`src/rtl/ram_bist_pkg.sv`:
```
// ram_bist_pkg
// Shared definitions for the RAM march-test engine: default geometry of
// the RAM under test and the controller state encoding.
//   DEF_ADDR_W : default RAM address width
//   DEF_DATA_W : default RAM data width
//   DEF_DEPTH  : default number of words tested (2**DEF_ADDR_W)
//   state_t    : controller states, in the order a fault-free test visits them
package ram_bist_pkg;

  localparam int DEF_ADDR_W = 6;
  localparam int DEF_DATA_W = 8;
  localparam int DEF_DEPTH  = 64;

  typedef enum logic [2:0] {
    S_IDLE,
    S_W0,
    S_RW_RD,
    S_RW_WR,
    S_R1,
    S_R1_FLUSH,
    S_FIN
  } state_t;

endpackage

```
`src/rtl/ram_bist_addr_gen.sv`:
```
// ram_bist_addr_gen
// Up/down address counter for the march test.
// Ports:
//   clk, rst_n : clock, asynchronous active-low reset (counter clears to 0)
//   load       : load load_val (has priority over counting)
//   load_val   : value loaded when load=1
//   en         : step one address in the direction given by up
//   up         : 1 = count up, 0 = count down
//   addr       : current address
//   tc         : terminal count for the current direction
//                (DEPTH-1 when counting up, 0 when counting down)
module ram_bist_addr_gen
  import ram_bist_pkg::*;
#(
  parameter int ADDR_W = DEF_ADDR_W,
  parameter int DEPTH  = DEF_DEPTH
) (
  input  logic              clk,
  input  logic              rst_n,
  input  logic              load,
  input  logic [ADDR_W-1:0] load_val,
  input  logic              en,
  input  logic              up,
  output logic [ADDR_W-1:0] addr,
  output logic              tc
);

  localparam logic [ADDR_W-1:0] LAST = ADDR_W'(DEPTH - 1);

  assign tc = up ? (addr == LAST) : (addr == '0);

  // Stepping is suppressed at the terminal count so the counter never wraps.
  always_ff @(posedge clk or negedge rst_n) begin
    if (!rst_n) begin
      addr <= '0;
    end else if (load) begin
      addr <= load_val;
    end else if (en && !tc) begin
      addr <= up ? addr + 1'b1 : addr - 1'b1;
    end
  end

endmodule

```
`src/rtl/ram_bist.sv`:
```
// ram_bist
// March-style built-in self test for a single-port synchronous RAM:
// write PAT everywhere, then per address read-expect-PAT / write ~PAT
// ascending, then read-expect-~PAT descending. The first mismatch ends
// the test and is reported through fail_addr/fail_data.
// Ports:
//   clk, rst_n    : clock, asynchronous active-low reset
//   start         : begin a test (honoured in IDLE only)
//   pattern       : background pattern, latched on an accepted start
//   busy          : test in progress
//   done          : one-cycle completion pulse
//   pass          : result of the last test (1 = no mismatch)
//   fail_addr     : address of the first mismatch
//   fail_data     : data read at the first mismatch
//   ram_write_en  : RAM write enable
//   ram_address   : RAM address
//   ram_data_in   : RAM write data
//   ram_data_out  : RAM read data, one cycle after the read address
module ram_bist
  import ram_bist_pkg::*;
#(
  parameter int ADDR_W = DEF_ADDR_W,
  parameter int DATA_W = DEF_DATA_W,
  parameter int DEPTH  = DEF_DEPTH
) (
  input  logic              clk,
  input  logic              rst_n,
  input  logic              start,
  input  logic [DATA_W-1:0] pattern,
  output logic              busy,
  output logic              done,
  output logic              pass,
  output logic [ADDR_W-1:0] fail_addr,
  output logic [DATA_W-1:0] fail_data,
  output logic              ram_write_en,
  output logic [ADDR_W-1:0] ram_address,
  output logic [DATA_W-1:0] ram_data_in,
  input  logic [DATA_W-1:0] ram_data_out
);

  state_t            state;
  logic [DATA_W-1:0] pat;
  logic              rd_valid;
  logic              ag_load;
  logic              ag_en;
  logic              ag_up;
  logic              ag_tc;
  logic              rw_match;
  logic              r1_match;

  assign rw_match = (ram_data_out == pat);
  assign r1_match = (ram_data_out == ~pat);

  // RAM strobes are decoded from the state so a mismatch seen in RW_WR
  // suppresses that cycle's write immediately, and reset (forcing IDLE)
  // silences the RAM port at once.
  assign ram_write_en = (state == S_W0) || ((state == S_RW_WR) && rw_match);
  assign ram_data_in  = (state == S_W0)    ? pat  :
                        (state == S_RW_WR) ? ~pat : '0;

  ram_bist_addr_gen #(
    .ADDR_W (ADDR_W),
    .DEPTH  (DEPTH)
  ) u_addr_gen (
    .clk      (clk),
    .rst_n    (rst_n),
    .load     (ag_load),
    .load_val ('0),
    .en       (ag_en),
    .up       (ag_up),
    .addr     (ram_address),
    .tc       (ag_tc)
  );

  // Address sequencing. In R1 the counter holds at 0 for the flush cycle,
  // and stops stepping once a compare has failed.
  always_comb begin
    ag_load = 1'b0;
    ag_en   = 1'b0;
    ag_up   = 1'b1;
    case (state)
      S_IDLE:  ag_load = start;
      S_W0: begin
        if (ag_tc) ag_load = 1'b1;
        else       ag_en   = 1'b1;
      end
      S_RW_WR: ag_en = rw_match;
      S_R1: begin
        ag_up = 1'b0;
        ag_en = !(rd_valid && !r1_match);
      end
      default: ;
    endcase
  end

  // Controller. rd_valid marks that ram_data_out holds an R1 read to check;
  // the first R1 cycle has nothing to compare yet. In R1 the data being
  // checked belongs to the address one above the one now presented.
  always_ff @(posedge clk or negedge rst_n) begin
    if (!rst_n) begin
      state     <= S_IDLE;
      busy      <= 1'b0;
      done      <= 1'b0;
      pass      <= 1'b0;
      fail_addr <= '0;
      fail_data <= '0;
      pat       <= '0;
      rd_valid  <= 1'b0;
    end else begin
      done <= 1'b0;
      case (state)
        S_IDLE: begin
          if (start) begin
            pat       <= pattern;
            pass      <= 1'b0;
            fail_addr <= '0;
            fail_data <= '0;
            busy      <= 1'b1;
            state     <= S_W0;
          end
        end
        S_W0: begin
          if (ag_tc) state <= S_RW_RD;
        end
        S_RW_RD: state <= S_RW_WR;
        S_RW_WR: begin
          if (!rw_match) begin
            fail_addr <= ram_address;
            fail_data <= ram_data_out;
            busy      <= 1'b0;
            done      <= 1'b1;
            state     <= S_FIN;
          end else if (ag_tc) begin
            rd_valid <= 1'b0;
            state    <= S_R1;
          end else begin
            state <= S_RW_RD;
          end
        end
        S_R1: begin
          rd_valid <= 1'b1;
          if (rd_valid && !r1_match) begin
            fail_addr <= ram_address + 1'b1;
            fail_data <= ram_data_out;
            busy      <= 1'b0;
            done      <= 1'b1;
            state     <= S_FIN;
          end else if (ag_tc) begin
            state <= S_R1_FLUSH;
          end
        end
        S_R1_FLUSH: begin
          if (!r1_match) begin
            fail_addr <= ram_address;
            fail_data <= ram_data_out;
          end else begin
            pass <= 1'b1;
          end
          busy  <= 1'b0;
          done  <= 1'b1;
          state <= S_FIN;
        end
        S_FIN: state <= S_IDLE;
        default: state <= S_IDLE;
      endcase
    end
  end

endmodule

```
`config.mk`:
```
export PLATFORM = sky130hd
export DESIGN_NAME = ram_bist
export DESIGN_NICKNAME = d
export VERILOG_FILES = /design/src/rtl/ram_bist_pkg.sv /design/src/rtl/ram_bist_addr_gen.sv /design/src/rtl/ram_bist.sv
export SDC_FILE = /design/constraint.sdc
export NUM_CORES = 1
export LEC_CHECK = 0
export BUFFER_PORTS_ARGS = -buffer_cell sky130_fd_sc_hd__buf_2
export CORE_MARGIN = 1
export CORE_UTILIZATION = 55
export DETAILED_ROUTE_END_ITERATION = 16
export PLACE_DENSITY = 0.81
export RECOVER_POWER = 50
export SETUP_SLACK_MARGIN = 0.05
export SYNTH_ARGS = -nofsm -noshare
export SYNTH_HDL_FRONTEND = slang
export SYNTH_SLANG_ARGS = --single-unit
```
`constraint.sdc`:
```
create_clock -name clk -period 5.1 [get_ports clk]
set_clock_uncertainty 0.05 [all_clocks]
set_input_delay 0.765 -clock clk [delete_from_list [all_inputs] [get_ports clk]]
set_output_delay 0.765 -clock clk [all_outputs]
set_load 0.02 [all_outputs]
```
==> metrics <==
outcome finished with violations; failing checks max-capacitance violations, max-slew violations; DP HPWL 3400 um; Post CTS Setup Buffer Count 0; Setup CP Type input port to output port; Total GRT Usage roughly a quarter; Avg Inst Size Synth slightly above 9 um2; Final period util 58.3%; ys async rst share 100%; Comb pwr share 53.9%; core box area 3720 um2; clock sink count 35; chip height 64.9 um; vias between 1500 and 2000; Arr. time, crit path 2.16 ns; DIE AREA about 4200 um2; Cell Pwr Density 669 nW/um2; CTS resizes 0; RSZ-0062 raised after global routing no; setup TNS 0 ns; final hold vios 0; Placed Instances 322; clock share of power 12.1%; Mapped Area 2170 um2; share of post-route cells with drive strength above 1 22.7%; Max-slew headroom -18.8%; worst-skew pair later-pin latency roughly 0.30 ns; Worst EP required roughly 4.3 ns; ANT cells 0; total gr overflow 0; static leakage 0.00112 uW; Finished Layout Cells 330; Worst setup EP type output port; Reg power frac 34.0%; share of the synthesized area in the top cell type 40.3%; Cell variety after synth 43; Primary FF master, synth dfrtp_1; Worst-Margin Slew 1.78 ns; critical path peak fanout 6; NumNets Final 303; peak supply drop 0.000406 V; Post-synth EDFFs 0; first-pass GRT wire length about 8000 um; synthesis-to-finish area growth 15.5%; Max-cap violations 1; Max Root-Sink Buffers 2; Design Power approximately 1700 uW; busiest metal layer after global routing met2; drt pass-1 iters 4; yosys warns 0; TritonCTS clock tree done; M3 GR Usage 6.34%; number of global-route vias before repair 1683; Final min period 2.97 ns; initial antenna violation count 0; largest cells by area after synthesis dfrtp_1 (40%), mux2_2 (7.2%), nor2_1 (4.3%); register area share after synthesis 40.3%; Yosys reg bits 35; M2 GR Usage 38.2%; initial DRC count roughly 110; DR WL/cell ~14 um; Chip Width between 60 and 70 um; Worst Hold Class flip-flop to flip-flop; top cell type by total area after synthesis dfrtp_1; depth of the CTS H-tree 2; largest net degree at the start of global routing 36; Final Max Slew Viols 36; Switching Fraction 48.2%; Via density 5.59; startpoint types input port; Fin Hold WS 0.460 ns; net count after synthesis approximately 260; # DRC 0; Post-CTS Hold Buffers 0; clock slew at reported path FFs 0.08 ns; Final ANT Viol Nets 0; Int Pwr 870 uW; final estimated routing congestion in global placement 0.829; Final setup violation count 0; placement row count 22; Initial Utilization approximately three fifths; met1 GRT Util 34.8%; Mapped Cells 236; IO Port Bufs 50; Net Switching around 810 uW; drt total wl about 4600 um; I/O Pins 51; fmax 0.336 GHz; Root Buffer clkbuf_8; total CTS buffers 5
-- sequential cells by signal, summed over array words and instances (netlist names) --
register / count
fail_addr: 6
fail_data: 8
u_addr_gen.addr: 6
done: 1
pat: 8
pass: 1
state: 3
rd_valid: 1
busy: 1
-- cell usage after synthesis, types with 3 or more instances --
cell and instances:
mux2i_1 9, nand2b_1 3, ha_1 3, nor2_1 25, nor3_1 5, o21ai_0 16
dfrtp_1 35, mux2_2 14, or3_1 4, nand4_1 3, inv_1 14, nor2b_1 7
xnor2_1 9, xor2_1 8, nand2_1 18, nand3_1 3, o31ai_1 9, clkbuf_1 11
a21oi_1 8
-- cells by family after synthesis --
kind of cell	after synthesis	synth area share (%)
and+or+nand+nor	79	18.6
DFF	35	40.3
adders and majority gates	3	1.73
xor gates and xnor gates	17	6.85
buffers and inverters	28	5.29
muxes	23	11.4
AOI/OAI and AO/OA	51	15.8
-- final cells by class --
type                       count  area (um2)
timing repair buffer          52         244
sequential                    35         876
inverter                      14        52.6
clock inverter                 3        20.0
multi-input combinational    173        1190
tap                           48        60.1
fill                         319        1200
clock buffer                   5        68.8
-- layer usage --
layer  routed length, um  vias to the layer above
li1                    -                      911
met1                2140                      870
met2                2110                       58
met3                 284                        5
met4                  61                        0
met5                   0                        -
-- path summary, 6_finish.rpt --
kind / start / end / slack, ns / cells after the start
worst max-delay path: ram_data_out[3] / ram_write_en / 2.13 / 7
worst min-delay path: fail_addr[2] / fail_addr[2] / 0.46 / 1
worst max register to register: state[1] / u_addr_gen.addr[3] / 2.43 / 6
worst min register to register: fail_addr[2] / fail_addr[2] / 0.46 / 1
max in group asynchronous: rst_n / fail_data[1] / 3.08 / 1
min in group asynchronous: rst_n / u_addr_gen.addr[1] / 0.88 / 1
-- through the flow --
stage                     area (um2)  setup slack [ns]  utilization, %
after floorplan                 2170              2.24               -
final                           2510              2.13            67.6
after global routing            2510              2.02            67.6
after CTS                       2530              2.13            68.1
after detailed placement        2440              2.14            65.8
after global placement          2440              2.16            65.8
-- critical path, stage by stage --
cell and delay (ns):
buf_2 0.11, xor2_1 0.15, or4_4 0.55, nor2_4 0.18, inv_1 0.07, a21oi_1 0.13, buf_2 0.19
-- placed cells by master (no fill, tap or decap), types with 2 or more instances in the layout --
cell	netlist	routed
nand2b_1	3	3
o21ai_0	16	16
xnor2_1	9	9
clkbuf_1	11	17
or4_4	2	2
nor3_1	5	5
clkbuf_8	0	5
ha_1	3	3
a21o_1	2	2
a31oi_1	2	2
nor2b_1	7	7
nand2_1	18	18
nor2_1	25	25
and3_1	2	2
mux2_2	14	14
o22ai_1	2	2
mux2i_1	9	9
a22o_1	2	2
xor2_1	8	8
o31ai_1	9	9
a21oi_1	8	8
buf_4	0	2
buf_2	2	33
clkinvlp_4	0	2
nand4_1	3	3
inv_1	14	14
dfrtp_1	35	35
or3_1	4	4
nand3_1	3	3
-- power by group through the flow --
stage                     clock, uW  combinational [uW]  sequential, uW
after global routing            215                1000             594
after detailed placement          0                 920             572
after CTS                       206                 921             568
after global placement            0                 905             568
final                           203                 905             571
after floorplan                   0                 709             549
(Power assumes the default switching activity.)
